**src/rtl/hazard_unit.sv**
```systemverilog
`default_nettype none
// ============================================================================
// hazard_unit : load-use stall, branch flush and counted HLT drain controller
// Revision    : 1.0 - initial release
// ============================================================================
module hazard_unit #(
  parameter int               REG_W              = 4,
  parameter int               OPC_W              = 4,
  parameter logic [OPC_W-1:0] HLT_OPCODE         = 4'hF,
  parameter int               LOAD_USE_CYCLES    = 1,
  parameter int               FLUSH_CYCLES       = 2,
  parameter int               HLT_DRAIN          = 3,
  parameter int               ZERO_REG_HARDWIRED = 1
) (
  input  logic             clk,
  input  logic             rst,
  input  logic             if_id_valid,
  input  logic [OPC_W-1:0] if_id_opcode,
  input  logic [REG_W-1:0] if_id_rs,
  input  logic [REG_W-1:0] if_id_rt,
  input  logic             if_id_uses_rs,
  input  logic             if_id_uses_rt,
  input  logic             id_ex_memread,
  input  logic [REG_W-1:0] id_ex_dst,
  input  logic             ex_branch_taken,
  output logic             stall,
  output logic             bubble,
  output logic             flush,
  output logic             halt_pending,
  output logic             hlt_out
);

  localparam int LU_W = $clog2(LOAD_USE_CYCLES + 1);
  localparam int FL_W = $clog2(FLUSH_CYCLES + 1);
  localparam int HL_W = $clog2(HLT_DRAIN + 1);

  typedef enum logic [1:0] {
    RUN    = 2'd0,
    DRAIN  = 2'd1,
    HALTED = 2'd2
  } state_t;

  state_t          state;
  logic [LU_W-1:0] lu_cnt;
  logic [FL_W-1:0] fl_cnt;
  logic [HL_W-1:0] hl_cnt;

  logic lu_hit;
  logic flush_req;
  logic lu_stall;
  logic hlt_accept;

  always_comb begin
    lu_hit = if_id_valid && id_ex_memread &&
             ((if_id_uses_rs && (if_id_rs == id_ex_dst)) ||
              (if_id_uses_rt && (if_id_rt == id_ex_dst)));
    if ((ZERO_REG_HARDWIRED != 0) && (id_ex_dst == '0)) begin
      lu_hit = 1'b0;
    end
    flush_req  = (state != HALTED) && (ex_branch_taken || (fl_cnt != '0));
    lu_stall   = (state == RUN) && !flush_req && (lu_hit || (lu_cnt != '0));
    hlt_accept = (state == RUN) && if_id_valid && (if_id_opcode == HLT_OPCODE) &&
                 !lu_stall && !flush_req;

    stall        = 1'b0;
    bubble       = 1'b0;
    flush        = 1'b0;
    halt_pending = 1'b0;
    hlt_out      = 1'b0;
    if (!rst) begin
      stall        = lu_stall || (state != RUN);
      bubble       = lu_stall || (state != RUN);
      flush        = flush_req;
      halt_pending = (state == DRAIN);
      hlt_out      = (state == HALTED);
    end
  end

  always_ff @(posedge clk) begin
    if (rst) begin
      state  <= RUN;
      lu_cnt <= '0;
      fl_cnt <= '0;
      hl_cnt <= '0;
    end else begin
      if (state == HALTED) begin
        fl_cnt <= '0;
      end else if (ex_branch_taken) begin
        fl_cnt <= FL_W'(FLUSH_CYCLES - 1);
      end else if (fl_cnt != '0) begin
        fl_cnt <= fl_cnt - FL_W'(1);
      end

      if ((state != RUN) || flush_req) begin
        lu_cnt <= '0;
      end else if (lu_cnt != '0) begin
        lu_cnt <= lu_cnt - LU_W'(1);
      end else if (lu_hit) begin
        lu_cnt <= LU_W'(LOAD_USE_CYCLES - 1);
      end

      // The acceptance edge already counts as the first drain cycle, so hlt_out
      // rises exactly HLT_DRAIN cycles after the HLT was seen.
      case (state)
        RUN: begin
          if (hlt_accept) begin
            if (HLT_DRAIN <= 1) begin
              state  <= HALTED;
              hl_cnt <= '0;
            end else begin
              state  <= DRAIN;
              hl_cnt <= HL_W'(HLT_DRAIN - 1);
            end
          end
        end
        DRAIN: begin
          if (ex_branch_taken) begin
            state  <= RUN;
            hl_cnt <= '0;
          end else if (hl_cnt <= HL_W'(1)) begin
            state  <= HALTED;
            hl_cnt <= '0;
          end else begin
            hl_cnt <= hl_cnt - HL_W'(1);
          end
        end
        HALTED: begin
          state <= HALTED;
        end
        default: begin
          state  <= RUN;
          hl_cnt <= '0;
        end
      endcase
    end
  end

endmodule
`default_nettype wire

```
**config.mk**
```make
export PLATFORM = sky130hd
export DESIGN_NAME = hazard_unit
export DESIGN_NICKNAME = d
export VERILOG_FILES = /design/src/rtl/hazard_unit.sv
export SDC_FILE = /design/constraint.sdc
export NUM_CORES = 1
export LEC_CHECK = 0
export BUFFER_PORTS_ARGS = -buffer_cell sky130_fd_sc_hd__buf_4
export CORE_AREA = 4 4 41 43
export DETAILED_ROUTE_END_ITERATION = 8
export DIE_AREA = 0 0 45 47
export PLACE_DENSITY_LB_ADDON = 0.12
export SYNTH_ARGS = -nofsm -noshare
export SYNTH_HDL_FRONTEND = slang
export SYNTH_SLANG_ARGS = --single-unit
```
**constraint.sdc**
```tcl
create_clock -name clk -period 2.81 [get_ports clk]
set_input_delay 0.7025 -clock clk [delete_from_list [all_inputs] [get_ports clk]]
set_output_delay 0.7025 -clock clk [all_outputs]
set_load 0.03 [all_outputs]
```
-- After elaboration in Yosys (flattened, before gate mapping)
Index checks and enable logic that the tools add are counted.
- flip-flop bits (word level): 7
- input port bits: 23
- output and inout bits: 5
- word-level logic and storage cells: 62
- $add $sub $neg: 3
- $lt $le $gt $ge: 1
- equality and inequality tests: 8
- multiplexer cells: 15
- bitwise logic cells: 2
- reductions and logical operators: 28
- operators with widths (operator ; count):
    $mux 2 ; 6
    $pmux 2 s3 ; 2
    $logic_and 1x1->1 ; 11
    $eq 4x4->1 ; 2
    $mux 1 ; 7
    $reduce_bool 2->1 ; 3
    $reduce_or 3->1 ; 2
    $logic_or 1x1->1 ; 5
    $eq 4x4->1 const B ; 1
    $logic_not 4->1 ; 1
    $ne 2x2->1 const B ; 2
    $reduce_and 2->1 ; 2
    $sub 2x1->2 const B ; 2
    $ne 3x2->1 const B ; 1
    $eq 2x1->1 const B ; 1
    $eq 2x2->1 const B ; 1
    $le 2x1->1 const B ; 1
    $logic_not 1->1 ; 2
    $logic_not 2->1 ; 1
    $not 1->1 ; 2
    $reduce_or 2->1 ; 1
    $sub 1x1->1 const B ; 1

-- Logic depth before layout (Yosys ltp)
- word-level depth: 12
- gate-level depth with buffers: 6
- depth with buffers taken out: 6

-- Worst setup path before layout
OpenSTA, ideal clock, no wires.
- kind: input to output
- from: input if_id_rs[1]
- to: output stall
- data arrival time: 2390 ps
- required time: 2108 ps
- path slack: -283 ps
- stages: 6
- path buffers: 1
- cell sequence: xnor2_1 -> nand3_1 -> o22ai_2 -> nand4_2 -> a211oi_1 -> buf_4
- longest elaborated chain between the ends: 9
- RTL lines (item ; line ; source):
    start, declared ; 19 ; input logic [REG_W-1:0] if_id_rs,
    $eq 4x4->1 ; 55 ; ((if_id_uses_rs && (if_id_rs == id_ex_dst)) ||
    $logic_and 1x1->1 ; 55 ;
    $logic_or 1x1->1 ; 55 ;
    $logic_and 1x1->1 ; 54 ; lu_hit = if_id_valid && id_ex_memread &&
    $mux 1 ; 57 ; if ((ZERO_REG_HARDWIRED != 0) && (id_ex_dst == '0)) begin
    $logic_or 1x1->1 ; 61 ; lu_stall = (state == RUN) && !flush_req && (lu_hit || (lu_cnt != '0));
    $logic_and 1x1->1 ; 61 ;
    $logic_or 1x1->1 ; n/a ;
    $mux 1 ; n/a ;
    end, declared ; 26 ; output logic stall,
No other way between the ends.

-- Worst setup path in the final report
- from: input id_ex_dst[2]
- to: output stall
- longest elaborated chain between the ends: 9
- elaborated cells on any way between the ends: 12
- classes of those cells: eq/ne (2); mux (2); reduce/logical (8)
- RTL lines (item ; line ; source):
    start, declared ; 24 ; input logic [REG_W-1:0] id_ex_dst,
    $eq 4x4->1, on equally long branches ; 55, 56 ;
    $logic_and 1x1->1, on equally long branches ; 55, 56 ;
    $logic_or 1x1->1 ; 55 ;
    $logic_and 1x1->1 ; 54 ;
    $mux 1 (*) ; 57 ;
    $logic_or 1x1->1 (*) ; 61 ;
    $logic_and 1x1->1 (*) ; 61 ;
    $logic_or 1x1->1 (*) ; 71 ; stall = lu_stall || (state != RUN);
    $mux 1 (*) ; 70 ; if (!rst) begin
Every way passes the cells marked *; elsewhere a longest branch is shown, timed or not.

==> summary.txt <==
Run status
  – Status: completed

Power and ir drop
  – Seq pwr share: 38.6%
  – Clk pwr share: 33.0%
  – Logic pwr share: 28.4%
  – Power Density: 368 mW/mm^2
  – Power Total: 0.274 mW
  – Max IR drop VDD: 0.213 mV
  – Int Pwr: 0.201 mW
  – Cell leakage power: 0.312 nW
  – Psw: 0.0729 mW
  – Sw Ratio: 26.7%

Finish
  – Diode count: 0
  – Share of cells above drive strength 1: 37.6%
  – Synth-to-Final Area Change: 48.0%
  – Final Util: 57.2%
  – Final net count: 118
  – Fill cell count: 139

Placement
  – DP HPWL: 1.01 mm
  – Pre-CTS WS: 0.219 ns
  – RePlAce Congestion: 0.715
  – I/O Buffers: 27

Synth
  – Syn_area_per_cell: 7.86 sq um
  – EDFF count, synth: 0
  – Cell variety after synth: 27
  – Seq/Total Area, Yosys: 27.9%
  – Post-Syn Instances: 64
  – Synthesis warning total: 0
  – Number of synthesized register bits: 7
  – Mapped Area: 503 sq um
  – Ys async rst share: 0%
  – Top cells by count, synth: nor2_1, xnor2_1, dfxtp_1
  – Top_reg_cell synth: dfxtp_1
  – Largest cells by area after synthesis: dfxtp_1, xnor2_1, nor2_1, nor3_1, a21oi_1
  – Top cell type's share of synthesized area: 27.9%
  – Top-count cell post-synth: nor2_1
  – Leading area contributor after synthesis: dfxtp_1
  – Synthesized Nets: 88

Setup path
  – CP endpoint kind: output pin
  – Worst setup path class: in -> out
  – Crit start category: input pin
  – Required time of the critical path: 2.11 ns
  – CP max FO: 4
  – Register-to-register setup slack: 1.37 ns
  – Crit path DAT: 1.86 ns

Route
  – Routed WL per cell: 10.7 um
  – DRT Pass-1 Iters: 4
  – DRC: 0
  – Via density: 4.95
  – Initial detailed-routing violation count: 4
  – Via Count: 535
  – Remaining antenna violation count: 0
  – Total Wirelength: 1.16 mm

Timing
  – RSZ-0062 raised after global routing: no
  – Setup TNS: 0 ns
  – Final period util: 91.4%
  – Clock skew: 0.00134 ns
  – Final Max Slew Viols: 0
  – Final worst slack: 0.243 ns
  – Fin. Hold Viols: 0
  – Final setup fails: 0
  – Final critical-path required period: 2.57 ns
  – Peak Freq: 390 MHz
  – Hold Slack: 0.520 ns

Clocking
  – CTS tree: yes
  – Max Buffers Root-to-Sink: 2
  – Setup Fix Bufs, Post-CTS: 0
  – CTS H-tree depth: 1
  – # hold bufs at CTS: 0
  – Reg clk slew, reported paths: 0.05 ns
  – # clock sinks: 7
  – Resized Gates After CTS: 0
  – Num CTS Buffers: 3
  – Clock Root Buffer: clkbuf_4
  – Worst skew pair latency: 0.25 ns

Min path
  – Worst Hold Class: reg -> reg

GRT
  – Largest net degree at the start of global routing: 9
  – Initial antenna violation count: 0
  – Vias in the first global route: 531
  – First-pass GRT wire length: 2.10 mm
  – GRT Overall Usage: 14.4%
  – Gr ovfl total: 0

Floorplanning
  – Boundary Pins: 28
  – Row count: 13
  – Die area: 0.00212 sq mm
  – Die Ht: 47 um
  – Die Wd: 45 um
  – Core Area: 0.00130 sq mm
  – Starting Density: 38.7%

Flow run
  – Max Cap Viol: 0
## metrics by stage
step / instances / instance area, sq um
CTS: 108 / 744
finish: 108 / 744
global route: 108 / 744
global placement: 104 / 718
detailed placement: 104 / 718
floorplan: 64 / 508
## critical path, stage by stage
cell	delay [ns]
buf_4	0.12
xnor2_1	0.13
nand3_1	0.11
o22ai_2	0.18
nand4_2	0.17
a211oi_2	0.24
buf_4	0.20
## registers in the layout, indices dropped and copies added, names as in the netlist
| signal | count |
|---|---|
| hl_cnt | 2 |
| fl_cnt | 2 |
| state | 2 |
| lu_cnt | 1 |
## power groups by stage
stage          combinational (mW)  clock [mW]  sequential, mW
2_1_floorplan              0.0434           0           0.107
4_1_cts                    0.0790      0.0935           0.106
3_5_place_dp               0.0786           0           0.108
5_1_grt                    0.0871       0.101           0.106
6_report                   0.0776      0.0903           0.106
3_3_place_gp               0.0776           0           0.108
## cells by family (layout without fill, tap and decap cells)
kind of cell / Yosys count / after routing / synth area share [%]
xor gates and xnor gates: 9 / 9 / 15.7
AOI/OAI and AO/OA: 10 / 10 / 15.9
DFF: 7 / 7 / 27.9
buffers and inverters: 6 / 35 / 5.22
adders and majority gates: 1 / 1 / 2.49
and+or+nand+nor: 30 / 30 / 32.1
other: 1 / 1 / 0.746
## final cells by class
class	instances	area, sq um	share of cell area (%)
Timing Repair Buffer	27	203	27.2
Inverter	4	15.0	2.02
Clock buffer	4	26.3	3.53
Multi-Input combinational cell	51	342	45.9
Sequential cell	7	140	18.8
Tap cell	15	18.8	2.52
## path summary, 6_finish.rpt
check | endpoint | start | depth (start not counted)
setup / recovery | stall | id_ex_dst[2] | 7
hold / removal | fl_cnt[1]$_SDFFE_PP0P_ | fl_cnt[1]$_SDFFE_PP0P_ | 2
setup reg to reg | hl_cnt[1]$_SDFFE_PP0P_ | fl_cnt[0]$_SDFFE_PP0N_ | 6
hold reg to reg | fl_cnt[1]$_SDFFE_PP0P_ | fl_cnt[1]$_SDFFE_PP0P_ | 2
## layer usage
layer / vias to the layer above / track usage [%] / wire, um
met4: 0 / 10.5 / 33
met1: 226 / 14.4 / 435
met5: - / 0 / 0
met3: 4 / 6.13 / 109
met2: 23 / 24.0 / 582
li1: 282 / - / -
## cells in the final DEF (no fill, tap or decap), types with 2 or more instances in the layout
master    count
buf_4        27
nand3_1       3
a211oi_2      2
nor3_1        4
nand2_1       4
xnor2_1       9
or4_1         2
nor2_1       10
inv_1         4
clkbuf_4      3
a21oi_1       3
dfxtp_1       7
No activity file was read; power rests on OpenSTA's default activity.
